### src/rtl/ps2_host_tx.sv
// PS/2 host-to-device transmitter: inhibits the bus, requests to send,
// then shifts one odd-parity command byte out on device clock falls.
module ps2_host_tx #(
  parameter int INHIBIT_CYCLES = 5000,
  parameter int REQ_CYCLES     = 10,
  parameter int TIMEOUT_CYCLES = 750000
) (
  input  logic       clk,
  input  logic       resetn,
  input  logic       ps2_clk,
  input  logic       ps2_data,
  output logic       ps2_clk_oe,
  output logic       ps2_data_oe,
  input  logic [7:0] tx_data,
  input  logic       tx_valid,
  output logic       tx_ready,
  output logic       busy,
  output logic       done,
  output logic       ack_ok,
  output logic       err_timeout
);

  localparam int MAX_IR = (INHIBIT_CYCLES > REQ_CYCLES)
                        ? INHIBIT_CYCLES : REQ_CYCLES;
  localparam int MAXC   = (MAX_IR > TIMEOUT_CYCLES)
                        ? MAX_IR : TIMEOUT_CYCLES;
  localparam int CW     = $clog2(MAXC) + 1;

  typedef enum logic [2:0] {
    S_IDLE,
    S_INHIBIT,
    S_REQ,
    S_SHIFT,
    S_WAIT,
    S_DONE
  } state_e;

  state_e        state_q, state_d;
  logic [CW-1:0] cnt_q, cnt_d;
  logic [3:0]    bit_q, bit_d;
  logic [10:0]   frame_q, frame_d;
  logic          ack_q, ack_d;
  logic          tout_q, tout_d;
  logic [2:0]    clk_s_q, data_s_q;
  logic          fall, tmo, accept;

  // Idle bus reads high, so the synchronizers reset to 1 to avoid a false fall.
  always_ff @(posedge clk or negedge resetn) begin
    if (!resetn) begin
      clk_s_q  <= 3'b111;
      data_s_q <= 3'b111;
    end else begin
      clk_s_q  <= {clk_s_q[1:0], ps2_clk};
      data_s_q <= {data_s_q[1:0], ps2_data};
    end
  end

  assign fall   = clk_s_q[2] & ~clk_s_q[1];
  assign tmo    = (cnt_q == CW'(TIMEOUT_CYCLES - 1));
  assign accept = tx_valid & (state_q == S_IDLE);

  always_ff @(posedge clk or negedge resetn) begin
    if (!resetn) begin
      state_q <= S_IDLE;
      cnt_q   <= '0;
      bit_q   <= '0;
      frame_q <= '1;
      ack_q   <= 1'b0;
      tout_q  <= 1'b0;
    end else begin
      state_q <= state_d;
      cnt_q   <= cnt_d;
      bit_q   <= bit_d;
      frame_q <= frame_d;
      ack_q   <= ack_d;
      tout_q  <= tout_d;
    end
  end

  always_comb begin
    state_d     = state_q;
    cnt_d       = cnt_q;
    bit_d       = bit_q;
    frame_d     = frame_q;
    ack_d       = ack_q;
    tout_d      = tout_q;
    ps2_clk_oe  = 1'b0;
    ps2_data_oe = 1'b0;
    done        = 1'b0;
    unique case (state_q)
      S_IDLE: begin
        if (accept) begin
          state_d = S_INHIBIT;
          cnt_d   = '0;
          frame_d = {1'b1, ~^tx_data, tx_data, 1'b0};
          ack_d   = 1'b0;
          tout_d  = 1'b0;
        end
      end
      S_INHIBIT: begin
        ps2_clk_oe = 1'b1;
        if (cnt_q == CW'(INHIBIT_CYCLES - 1)) begin
          state_d = S_REQ;
          cnt_d   = '0;
        end else begin
          cnt_d = cnt_q + CW'(1);
        end
      end
      S_REQ: begin
        ps2_clk_oe  = 1'b1;
        ps2_data_oe = 1'b1;
        if (cnt_q == CW'(REQ_CYCLES - 1)) begin
          state_d = S_SHIFT;
          cnt_d   = '0;
          bit_d   = '0;
        end else begin
          cnt_d = cnt_q + CW'(1);
        end
      end
      S_SHIFT: begin
        if (tmo) begin
          state_d = S_DONE;
          tout_d  = 1'b1;
          ack_d   = 1'b0;
        end else begin
          // frame_q[0] is the bit currently on the wire: start, data, parity, stop
          ps2_data_oe = ~frame_q[0];
          cnt_d       = cnt_q + CW'(1);
          if (fall) begin
            bit_d   = bit_q + 4'd1;
            frame_d = {1'b1, frame_q[10:1]};
            if (bit_q == 4'd10) begin
              ack_d   = ~data_s_q[1];
              state_d = S_WAIT;
            end
          end
        end
      end
      S_WAIT: begin
        if (tmo) begin
          state_d = S_DONE;
          tout_d  = 1'b1;
          ack_d   = 1'b0;
        end else begin
          cnt_d = cnt_q + CW'(1);
          if (clk_s_q[2] & data_s_q[2]) begin
            state_d = S_DONE;
          end
        end
      end
      S_DONE: begin
        done    = 1'b1;
        state_d = S_IDLE;
      end
      default: state_d = S_IDLE;
    endcase
  end

  assign tx_ready    = (state_q == S_IDLE);
  assign busy        = ~tx_ready;
  assign ack_ok      = ack_q;
  assign err_timeout = tout_q;

endmodule

### config.mk
export PLATFORM = sky130hd
export DESIGN_NAME = ps2_host_tx
export DESIGN_NICKNAME = d
export VERILOG_FILES = /design/src/rtl/ps2_host_tx.sv
export SDC_FILE = /design/constraint.sdc
export NUM_CORES = 1
export LEC_CHECK = 0
export CORE_MARGIN = 2
export CORE_UTILIZATION = 58
export CTS_CLUSTER_SIZE = 25
export DETAILED_ROUTE_END_ITERATION = 10
export PLACE_DENSITY = 0.81
export SYNTH_ARGS = -nofsm -noshare
export SYNTH_HDL_FRONTEND = slang
export SYNTH_SLANG_ARGS = --single-unit
### constraint.sdc
create_clock -name clk -period 3.05 [get_ports clk]
set_input_delay 0.61 -clock clk [delete_from_list [all_inputs] [get_ports clk]]
set_output_delay 0.61 -clock clk [all_outputs]
set_load 0.05 [all_outputs]
# After elaboration in Yosys (flattened, before gate mapping)
# Cells that the tools add are included.
totals:
  inputBits: 13
  ff_bits: 47
  output_inout_bits: 7
classes:
  muxes: 34
  add_sub_neg: 2
  reduce_logical: 15
  bitwise: 7
  n_eq_ne: 20
ops:
  columns: ["cell", "n"]
  rows:
  - ["21-bit two-way mux", 4]
  - ["21-bit case mux with 4 select lines", 1]
  - ["11-bit two-way mux", 3]
  - ["3-bit two-way mux", 8]
  - ["11-bit case mux with 2 select lines", 1]
  - ["21-bit by 1-bit adder with 21-bit output, second input constant", 1]
  - ["21-bit by 13-bit equality test with 1-bit output, second input constant", 1]
  - ["21-bit by 20-bit equality test with 1-bit output, second input constant", 1]
  - ["21-bit by 4-bit equality test with 1-bit output, second input constant", 1]
  - ["3-bit case mux with 5 select lines", 1]
  - ["4-bit two-way mux", 3]
  - ["2-bit != test, second input constant", 6]
  - ["1-bit two-way mux", 9]
  - ["3-bit != test, second input constant", 3]
  - ["4-bit case mux with 2 select lines", 1]
  - ["4-bit AND reduction", 2]
  - ["8-bit XNOR reduction", 1]
  - ["3-bit by 2-bit equality test with 1-bit output, second input constant", 2]
  - ["3-bit equality test, second input constant", 2]
  - ["3-bit AND reduction", 2]
  - ["6-bit AND reduction", 1]
  - ["2-bit nonzero test", 3]
  - ["5-bit AND reduction", 1]
  - ["4-bit by 1-bit adder with 4-bit output, second input constant", 1]
  - ["other kinds (11)", 19]

# Logic depth before layout (Yosys ltp)
# Gate-level depths: netlist of the first run.
logic_depth:
  ltp_word: 5
  depth_mapped: 8
  depth_no_buf: 8

# Worst setup path before layout of the first run
# No wires, ideal clock.
synth_path:
  kind: "reg-to-reg"
  from: "register state_q[0]"
  to: "register state_q[0]"
  arrival_time_ps: 2500
  slack_ps: 427
  setup_ps: 123
  synth_period_minus_slack_ps: 2623
  path_stages_with_launch: 7
  path_cell_list: "dfrtp_1 or2_2 nor2_1 inv_1 or2_2 a41oi_1 nor2_1"
synth_via:
  elab_chain_len: 4
  elab_cells_between_ends: 14
synth_rtl:
  columns: ["item", "line", "text"]
  rows:
  - ["start, declared", "38", "state_e state_q, state_d;"]
  - ["start signal, assigned", "71", "state_q <= state_d;"]
  - ["3-bit logical NOT (*)", null, null]
  - ["named net tx_ready", "16", "output logic tx_ready,"]
  - ["1-bit AND", "60", "assign accept = tx_valid & (state_q == S_IDLE);"]
  - ["2-bit by 1-bit != test with 1-bit output (no source line)", null, null]
  - ["6-bit AND reduction (no source line)", null, null]
# Mark *: on every way through the listed nets, which the timed path passes. The rest lies on a longest branch.
# A chain may end at the register's enable or synchronous reset.

# Final worst setup path of the first run
layout_path:
  from: "register state_q[1]"
  to: "output tx_ready"
layout_via:
  elab_chain_len: 1
layout_rtl:
  columns: ["item", "line", "text"]
  rows:
  - ["3-bit logical NOT", "159", "assign tx_ready = (state_q == S_IDLE);"]
  - ["end, declared", "16", null]
# Every way passes these cells.

==> flow_summary.ini, run 1 <==
[run_status]
status = completed

[finish]
diodes = 0
final_cell_area_um2 = 2994
stdcell_count = 357
final_layout_size_suffix_gt1_frac = 0.1672
area_growth_pct = 14.28
nets = 321

[routing]
drt-initial-drc-count = 228
first_pass_iters = 4
antenna_left = 0
vias = 2121
via_per_inst = 5.941
wl_per_cell_um = 14.76
totalWireLength_um = 5270
drcViolationCount = 0

[job]
max-cap-violations = 0

[clock_network]
clk_pin_slew_ns = 0.08
cts_resized = 0
clock-root-buffer = clkbuf_8
ctsLongestPathBuffers = 2
clock_latency_ns = 0.30
numCtsBuffers = 5
post_cts_buffers = 0
cts_tree = done
cts_num_sinks = 46
hold_buffers = 0
htreeDepth = 2

[critical_path]
r2r-end = cnt_q[18]$_DFFE_PN0P_
rr_worst_depth = 6
criticalPathCategory = register to output port
r2r_slack_ns = 0.27
r2r-start = cnt_q[11]$_DFFE_PN0P_
crit_path_start_kind = register
cp-end-kind = output port
path_max_fanout = 13
critPathArrivalTime_ns = 2.21
worstPathRequired_ns = 2.44

[sta]
worst_slack_ns = 0.2324
setup_tns_ns = 0
fin_crit_ns = 2.818
worstMarginPinSlew_ns = 0.9751
hold_viol_final = 0
maxSlewViolCount = 0
max-slew-margin-rel = 0.3499
max_freq_mhz = 354.9
period_share = 0.9238
fin_hold_ws_ns = 0.3590
rsz0062_at_grt = false
fin_skew_ns = 0.009692
setup_viol = 0

[place]
dp_cells = 349
gp_congestion = 0.9322
placed_area_um2 = 2855
post-place-ws_ns = 0.2693
io_buffer_count = 19
dp_hpwl_um = 3821

[grt]
grt_max_degree = 47
grt_overflow = 0
grt_use_total = 0.2316
antenna_found_initial = 0
grt_first_pass_wirelength_um = 9177
grt_pass1_vias = 2018

[synth]
synth_top_area_frac = 0.2865
syn-cell-area_um2 = 2620
synth_nets = 299
syn_inst = 282
async_reset_ff_frac = 1.000
yosysUniqueCellTypes = 51
yosysWarnings = 0
yosys.area.top_type = dfrtp_1
ys_seq_elements = 46
synth_area_leaders = dfrtp_1 (29%), dfstp_2 (16%), nand2_1 (4.6%)
avgSynthCellArea_um2 = 9.291
yosysSeqAreaShare = 0.4470
synth_enable_flop_cells = 0
synth-main-ff-cell = dfrtp_1

[floorplan]
fp-row-count = 24
die_h_um = 71.21
core_area_um2 = 4354
die_w_um = 71.21
die_area_um2 = 5071
io_pins = 20
start_util = 0.6017

[hold_path]
min_from = clk_s_q[0]$_DFF_PN1_
hp-class = register to register
holdPathEnd = clk_s_q[1]$_DFF_PN1_
whs_path_depth = 0

[power_and_ir_drop]
power.leakage_nw = 1.210
peakVddDrop_v = 0.0005845
p_per_area_nw_per_um2 = 882.4
==> cells in the mapped netlist (4+ instances only) <==
cell      count
clkbuf_1      5
and3_1        4
xor2_1        6
a21oi_1      11
nor2_1       28
a211oi_1      4
dfrtp_1      30
nand2b_1      4
nand3_1       8
mux2i_1      10
nor4_1        6
or3_2         4
nand3b_1      4
nand4_1       9
inv_1         8
o21ai_0      21
nand2_1      32
dfstp_2      16
nor3_1        8
xnor2_1      13
ha_1          4
==> worst max-delay path, stage by stage (launching register included) <==
cell	delay, ns
dfrtp_1	0.53
or2_2	0.38
nor2_1	0.17
clkdlybuf4s50_1	0.83
==> routing by layer <==
layer	vias to the layer above	GRT usage	wire length, µm
met5	-	0	0
met4	0	0.1027	109
met3	9	0.05626	257
met2	50	0.3632	2409
met1	1023	0.3066	2494
li1	1039	-	-
==> area by class of cell <==
class	instances	area, µm²
fillers	347	1360
clock inverters	2	38.79
flip-flops and latches	46	1171
multi-input cells	216	1353
inverters	8	30.03
well taps	52	65.06
clock buffers	6	93.84
repair buffers	27	242.7
==> registers in the layout, indices dropped and copies added (netlist names) <==
signal       count
ack_ok           1
cnt_q           21
frame_q         10
clk_s_q          3
state_q          3
bit_q            4
data_s_q         3
err_timeout      1
==> placed cells by master, fill, tap and decap left out, drive strengths merged, types with 9 or more instances in the layout <==
cell type,n
nor2,29
clkdlybuf4s50,17
xnor2,13
dfstp,16
nor3,9
nand2,32
buf,10
dfrtp,30
nand4,9
mux2i,10
a21oi,11
o21ai,21
==> cell families after synthesis <==
group	share of synthesized area
compound gates	0.1304
xor+xnor	0.06351
fa+ha+maj	0.01910
buf+inv	0.04155
flops	0.4470
mux	0.03821
simple gates	0.2603
==> where the power goes <==
| group | leakage, nW | switching [mW] | total, mW | internal [mW] |
|---|---|---|---|---|
| clock network | 0.0665 | 0.207 | 0.502 | 0.295 |
| registers | 0.577 | 0.131 | 0.908 | 0.776 |
| logic | 0.567 | 0.761 | 1.23 | 0.471 |
==> stage by stage <==
stage          utilization  total power [mW]
3_5_place_dp        0.6557             2.145
6_report            0.6876             2.642
5_1_grt             0.6876             2.820
2_1_floorplan            -             1.815
4_1_cts             0.6862             2.654
3_3_place_gp        0.6557             2.109
==> worst max path at each step <==
stage | from | end
after floorplan | state_q[0]$_DFFE_PN0P_ | state_q[0]$_DFFE_PN0P_
after global placement | tx_valid | cnt_q[18]$_DFFE_PN0P_
after detailed placement | tx_valid | cnt_q[18]$_DFFE_PN0P_
after CTS | cnt_q[11]$_DFFE_PN0P_ | ps2_data_oe
after global routing | cnt_q[11]$_DFFE_PN0P_ | cnt_q[15]$_DFFE_PN0P_
final | state_q[1]$_DFFE_PN0P_ | tx_ready
No activity file was read; power rests on OpenSTA's default activity.
==> inputs of run 2 (changes only) <==
Settings changed: CAP_MARGIN set to 20, CORE_UTILIZATION 58 to 63, PLACE_DENSITY 0.81 to 0.87.
Clock period 3.05 ns to 3.5 ns, I/O delays scaled along.
==> run 2 against run 1 <==
Combinational power fell by 17%; die area fell by 7.5%; total power fell by 18%; largest power group unchanged; highest routed layer unchanged.
==> flow_summary.ini, run 2 (synthesis results as in run 1) <==
[sta]
maxSlewViolCount = 0
rsz0062_at_grt = false
period_share = 0.8942
worstMarginPinSlew_ns = 0.9155
fin_crit_ns = 3.130
max-slew-margin-rel = 0.3846
setup_viol = 0
max_freq_mhz = 319.5
fin_skew_ns = 0.01174
hold_viol_final = 0
setup_tns_ns = 0

[critical_path]
worstPathRequired_ns = 2.80
crit_path_start_kind = register
cpMaxStageDelayCell = or4_4
cp-end-kind = output port
critPathArrivalTime_ns = 2.43
slowest_delay_ns = 0.57
crit_chain = or4_4 > nor4_1 > nand2_1 > buf_4 > nand2b_1 > a21oi_1 > buf_4
critPathMostFrequentCell = buf_4
criticalPathCategory = register to output port
path_max_fanout = 11

[job]
max-cap-violations = 0

[finish]
final_layout_size_suffix_gt1_frac = 0.1584
area_growth_pct = 12.66
final_util = 0.7379
stdcell_count = 353
top_regs = cnt_q x21, frame_q x10, bit_q x4
layout_commonest_cell = nand2_1
diodes = 0
fillers = 275
largest_reg_flops = 21
final_cell_mix = nand2_1 (32), dfrtp_1 (30), nor2_1 (28)
regMostFlops = cnt_q
nets = 319

[routing]
antenna_left = 0
drcViolationCount = 0
wl_per_cell_um = 14.59
vias = 2161
totalWireLength_um = 5151
first_pass_iters = 5
via_per_inst = 6.122
drt-initial-drc-count = 302

[grt]
grt_overflow = 0
grt_max_degree = 47
grt_use_total = 0.2528
antenna_found_initial = 0
grt_pass1_vias = 1990
grt_first_pass_wirelength_um = 8859

[power_and_ir_drop]
netSwitchingFraction = 0.4414
p_total_mw = 2.166
peakVddDrop_v = 0.0003824
p_sw_mw = 0.9559
p_per_area_nw_per_um2 = 733.7
internal_power_mw = 1.210
pwr-share-seq = 0.374
power.share.clock = 0.156
combPwrFrac = 0.471
power.leakage_nw = 1.187

[run_status]
status = completed

[clock_network]
clock-root-buffer = clkbuf_8
cts_tree = done
cts_num_sinks = 46
hold_buffers = 0
post_cts_buffers = 0
cts_resized = 0
clock_latency_ns = 0.31
clk_pin_slew_ns = 0.09
numCtsBuffers = 5
htreeDepth = 2
ctsLongestPathBuffers = 2

[floorplan]
core_area_um2 = 4000
io_pins = 20
die_area_um2 = 4691
start_util = 0.6550
die_h_um = 68.49
fp-row-count = 23
die_w_um = 68.49

[place]
dp_cells = 344
gp_congestion = 0.8767
io_buffer_count = 19
dp_hpwl_um = 3651

[hold_path]
hp-class = register to register
-- run 2: changes by cell type in the layout (fill, tap and decap cells not counted), sizes merged --
| cell | previous run | this run |
|---|---|---|
| bufinv | 1 | 0 |
| clkinvlp | 0 | 1 |
| inv | 8 | 9 |
| clkbuf | 6 | 5 |
| buf | 10 | 8 |
-- run 2: through the flow --
step / hold WS [ns] / area (µm²) / setup slack (ns)
6_report: 0.3629 / 2952 / 0.3703
2_1_floorplan: 0.3452 / 2620 / 0.8362
3_3_place_gp: 0.3465 / 2830 / 0.5282
4_1_cts: 0.3639 / 2924 / 0.3444
5_1_grt: 0.3681 / 2952 / 0.1968
3_5_place_dp: 0.3499 / 2830 / 0.4930
-- run 2: cell type report --
cell class,count,area (µm²),share of cell area
clock buffer,5,68.82,0.02331
tap,50,62.56,0.02120
inverter,8,30.03,0.01017
clock inverter,3,25.02,0.008478
timing repair buffer,25,247.7,0.08393
multi-input combinational,216,1346,0.4561
sequential,46,1171,0.3968
-- run 2: path summary, 6_finish.rpt --
kind                                  startpoint               endpoint  slack (ns)  depth (start not counted)
max reg2reg                cnt_q[11]$_DFFE_PN0P_  cnt_q[17]$_DFFE_PN0P_        0.70                          6
min reg2reg                 clk_s_q[0]$_DFF_PN1_   clk_s_q[1]$_DFF_PN1_        0.36                          0
max in group asynchronous                 resetn  data_s_q[1]$_DFF_PN1_        2.56                          2
max                        cnt_q[11]$_DFFE_PN0P_            ps2_data_oe        0.37                          7
min                         clk_s_q[0]$_DFF_PN1_   clk_s_q[1]$_DFF_PN1_        0.36                          0
min in group asynchronous                 resetn   bit_q[1]$_DFFE_PN0P_        0.37                          1
-- run 2: power by group through the flow --
stage / Combinational (mW) / Sequential (mW) / Clock (mW)
2_1_floorplan: 0.833 / 0.749 / 0
3_3_place_gp: 0.989 / 0.811 / 0
3_5_place_dp: 1.01 / 0.816 / 0
4_1_cts: 1.01 / 0.806 / 0.344
5_1_grt: 1.13 / 0.829 / 0.363
6_report: 1.02 / 0.809 / 0.338
-- run 2: worst max-delay path, delay by kind of cell, from the launching register on --
family	cells	cell delay, ns
AND/OR/NAND/NOR	4	1.23
flip-flops	1	0.42
buffers and inverters	2	0.39
AO/OA/AOI/OAI	1	0.07
-- run 2: metal layers --
| metal | up-vias | GRT usage | share of wire |
|---|---|---|---|
| met5 | - | 0 | 0 |
| met4 | 0 | 0.09500 | 0.020 |
| met3 | 11 | 0.05682 | 0.062 |
| met1 | 1033 | 0.3400 | 0.44 |
| met2 | 78 | 0.3990 | 0.47 |
| li1 | 1039 | - | - |
==> RTL change 1, RTL diff (flow settings as in run 1) <==
The 6 states of `state_e` get a one-hot encoding in 6 bits.
--- a/src/rtl/ps2_host_tx.sv
+++ b/src/rtl/ps2_host_tx.sv
@@ -26,13 +26,13 @@
                         ? MAX_IR : TIMEOUT_CYCLES;
   localparam int CW     = $clog2(MAXC) + 1;
 
-  typedef enum logic [2:0] {
-    S_IDLE,
-    S_INHIBIT,
-    S_REQ,
-    S_SHIFT,
-    S_WAIT,
-    S_DONE
+  typedef enum logic [5:0] {
+    S_IDLE    = 6'b000001,
+    S_INHIBIT = 6'b000010,
+    S_REQ     = 6'b000100,
+    S_SHIFT   = 6'b001000,
+    S_WAIT    = 6'b010000,
+    S_DONE    = 6'b100000
   } state_e;
 
   state_e        state_q, state_d;
Formal check against the unedited RTL: no difference found for any inputs over 10 cycles, from zero or initial values and one cycle with resetn low; not proved beyond that.
==> RTL change 1 against run 1 <==
  * Power fell by 16%
  * Sequential power fell by 4.0%
  * Area after synthesis rose by 8.3%
  * Sequential share of layout area barely moved
  * Wire length rose by 16%
  * Register-to-register slack improved by 290 ps
  * Clock power fell by 20%
  * Cell area rose by 6.4%
  * Worst setup slack got worse by 42 ps
  * Sequential cell count rose by 3
==> RTL change 1: results (changes against run 1) <==
Status
  • Status: finished clean

Synthesis
  • Top cells by area, synth: dfrtp_1, dfstp_2, nand2_1
  • Top cells by count, synth: nand2_1, dfrtp_1, nor2_1, o21ai_0, dfstp_2
  • Post-synthesis sequential area ratio: 44.0% (-0.74 points)
  • Syn Nets: 317 (+6.0%)
  • Avg Cell Area, Syn: 9.46 um2 (+1.8%)

STA
  • Achievable frequency: 0.350 GHz (-1.5%)
  • Worst-Margin Slew: 985 ps (+9.39 ps)
  • Clock Skew: 10.7 ps (+1.02 ps)
  • Hold slack final: 363 ps (+3.66 ps)

Finish
  • Top Registers: cnt_q: 21 flops, frame_q: 10 flops, state_q: 6 flops
  • Invs w/o clock: 11 (+3)
  • Final-layout fill cell count: 412 (+19%)
  • Number of clock buffers in the layout: 5 (-1)
  • Multi-input logic area: 1490 um2 (+9.9%)
  • Signal buf overhead: 7.31% (-0.80 points)
  • Clock-cell share of area: 2.95% (-1.5 points)
  • Non-clock buffers: 24 (-11%)
  • Sequential share of cell area: 39.2% (+0.046 points)

Placement
  • Placed Instances: 382 (+9.5%)
  • RD Place Congestion: 0.943 (+1.1%)
  • Post-DP HPWL: 4530 um (+18%)
  • Placed inst area: 3090 um2 (+8.2%)
  • Dpl ws: 411 ps (+141 ps)

Critical path
  • Cells on worst reg2reg path: 7 (+1)
  • Worst r2r dst: frame_q[1]
  • Crit path max fanout: 11 (-2)
  • CP Data Arrival Time: 2250 ps (+40 ps)

Global routing
  • Met3 Use GR: 5.01% (-0.61 points)
  • First-pass GRT wire length: 10200 um (+11%)
  • Met1 usage: 34.5% (+3.8 points)

Detailed routing
  • Post-Route WL: 6120 um (+16%)
  • Met1 Wirelength: 2810 um (+13%)
  • Met2 Routed Length: 2890 um (+20%)
  • DR vias/cell: 5.96 (+0.34%)

Clocking
  • Reg clk slew, reported paths: 100 ps (+20 ps)

Floorplan
  • Tap cells: 67 (+29%)

Power
  • LEAKAGE: 1.31 nW (+7.8%)
  • P_sw: 0.000932 W (-15%)
RTL change 1: cell count changes in the layout (fill, tap and decap cells not counted), sizes merged, moves of 4 or more:
cell	run 1	this run
a211oi	5	0
inv	8	12
nand3	8	16
nor2	29	21
nor2b	3	8
or4	5	1
xnor2	13	7
xor2	6	11
RTL change 1: timing repair:
action | CTS | global route
hold buffers | 0 | 0
resized for setup | 0 | 1
setup endpoints to repair | 0 | 1
RTL change 1: worst max-delay path, stage by stage, from the launching register on:
cell	delay (ps)
dfrtp_1	510
nor4b_2	350
nand2_1	180
nand2_1	100
clkdlybuf4s50_1	800
RTL change 1: cells by family after synthesis:
kind of cell	Yosys count	share of synthesized area, %
flip-flops	49	44.0
AND/OR/NAND/NOR	138	27.7
XOR/XNOR	18	5.56
adder cells (fa/ha/maj)	4	1.76
buffers and inverters	20	3.66
AO/OA/AOI/OAI	62	14.2
multiplexers	9	3.17
RTL change 1: worst min-delay path by stage:
| stage | startpoint | end | cells past startpoint |
|---|---|---|---|
| floorplan | resetn | ack_ok | 0 |
| global placement | clk_s_q[0] | clk_s_q[1] | 0 |
| detailed placement | clk_s_q[0] | clk_s_q[1] | 0 |
| CTS | clk_s_q[0] | clk_s_q[1] | 0 |
| global route | clk_s_q[0] | clk_s_q[1] | 0 |
| finish | clk_s_q[0] | clk_s_q[1] | 0 |
RTL change 1: power groups by stage:
stage                     clock, W  sequential, W  combinational [W]
after floorplan                  0       0.000865           0.000730
after global placement           0       0.000881           0.000939
after detailed placement         0       0.000885           0.000958
after CTS                 0.000411       0.000873           0.000961
after global routing      0.000439       0.000887            0.00106
final                     0.000400       0.000872           0.000958
==> RTL change 2, RTL diff (config.mk and constraints of run 1) <==
Made on the original files. `INHIBIT_CYCLES`: 5000 -> 20000.
--- a/src/rtl/ps2_host_tx.sv
+++ b/src/rtl/ps2_host_tx.sv
@@ -1,7 +1,7 @@
 // PS/2 host-to-device transmitter: inhibits the bus, requests to send,
 // then shifts one odd-parity command byte out on device clock falls.
 module ps2_host_tx #(
-  parameter int INHIBIT_CYCLES = 5000,
+  parameter int INHIBIT_CYCLES = 20000,
   parameter int REQ_CYCLES     = 10,
   parameter int TIMEOUT_CYCLES = 750000
 ) (
Behaviour: same outputs for any inputs over 10 cycles, from zero or initial values and one cycle with resetn low; that may be too few to reach the edited logic, so the function may still have changed.
==> RTL change 2 against run 1 <==
  * Sequential cell count did not move
  * Area after synthesis fell by 1.8%
  * Cell area fell by 4.8%
  * Hold slack improved by 0.61 ps
  * Wire length fell by 4.2%
  * Maximum frequency fell by 0.51%
  * Critical endpoint is now ps2_data_oe
  * Critical path type unchanged
  * Via count fell by 2.5%
  * Worst setup slack got worse by 14 ps
Power is not compared: it rests on default switching activity, and its combinational part moved more than twofold at a synthesized area within 25%.
==> RTL change 2: results (changes against run 1) <==
Synthesis
  • Post-synth cell types: 52 (+2.0%)
  • Xor-xnor portion of the synthesized cell area: 6.81% (+0.46 points)
  • Syn Nets: 290 (-3.0%)
  • Post-synthesis sequential area ratio: 45.5% (+0.83 points)
  • Top cells by area, synth: dfrtp_1, dfstp_2, xnor2_1
  • #FFs+latches synth: 46 (unchanged)
  • Top cells by count, synth: nand2_1, dfrtp_1, nor2_1

Global routing
  • Vias in the first global route: 1957 (-3.0%)
  • GR Util All Layers: 22.2% (-0.92 points)
  • First-pass GRT wire length: 8880 um (-3.2%)
  • Met3 Use GR: 4.84% (-0.78 points)
  • Met2 GRT Util: 33.8% (-2.6 points)

Critical path
  • Critical-path top delay cell: or4_4
  • Crit path largest cell delay: 580 ps (-250 ps)

Detailed routing
  • Met3 Routed Length: 221 um (-14%)
  • Drt pass-1 iters: 5 (+1)
  • Via count: 2067 (-2.5%)
  • Drt initial violations: 207 (-9.2%)
  • Met1 Wirelength: 2410 um (-3.6%)
  • Met2 Routed Length: 2330 um (-3.4%)

Finish
  • Final-layout fill cell count: 359 (+3.5%)
  • Multi-input logic area: 1300 um2 (-4.0%)
  • Clock-cell share of area: 3.03% (-1.4 points)
  • Multi-In Gates: 208 (-3.7%)
  • Sequential share of cell area: 41.1% (+2.0 points)
  • Non-clock buffers: 21 (-22%)
  • Share of layout cells above drive strength 1: 14.8% (-1.9 points)

STA
  • Worst-Margin Slew: 1020 ps (+43.8 ps)
  • Clock Skew: 8.50 ps (-1.19 ps)

Placement
  • Dpl ws: 464 ps (+194 ps)
  • Post-DP HPWL: 3610 um (-5.5%)

Status
  • Status: finished clean
-- RTL change 2: cell count changes after synthesis, sizes merged, moves of 3 or more --
cell,change
o21ai,+5
nand3b,-4
a21oi,+3
nand2,+3
nor2,-3
-- RTL change 2: path summary, 6_finish.rpt --
check | depth (start not counted) | endpoint | from | slack, ps
setup reg to reg | 7 | cnt_q[18] | cnt_q[6] | 620
hold / removal | 0 | clk_s_q[1] | clk_s_q[0] | 360
setup / recovery | 6 | ps2_data_oe | cnt_q[6] | 220
min in group asynchronous | 1 | state_q[1] | resetn | 480
hold reg to reg | 0 | clk_s_q[1] | clk_s_q[0] | 360
max in group asynchronous | 1 | cnt_q[1] | resetn | 1940
-- RTL change 2: through the flow --
stage	cell area [um2]	hold slack [ps]	std cells
final	2850	360	343
after global routing	2850	366	343
after floorplan	2570	314	273
after CTS	2850	360	343
after detailed placement	2760	347	335
after global placement	2760	347	335
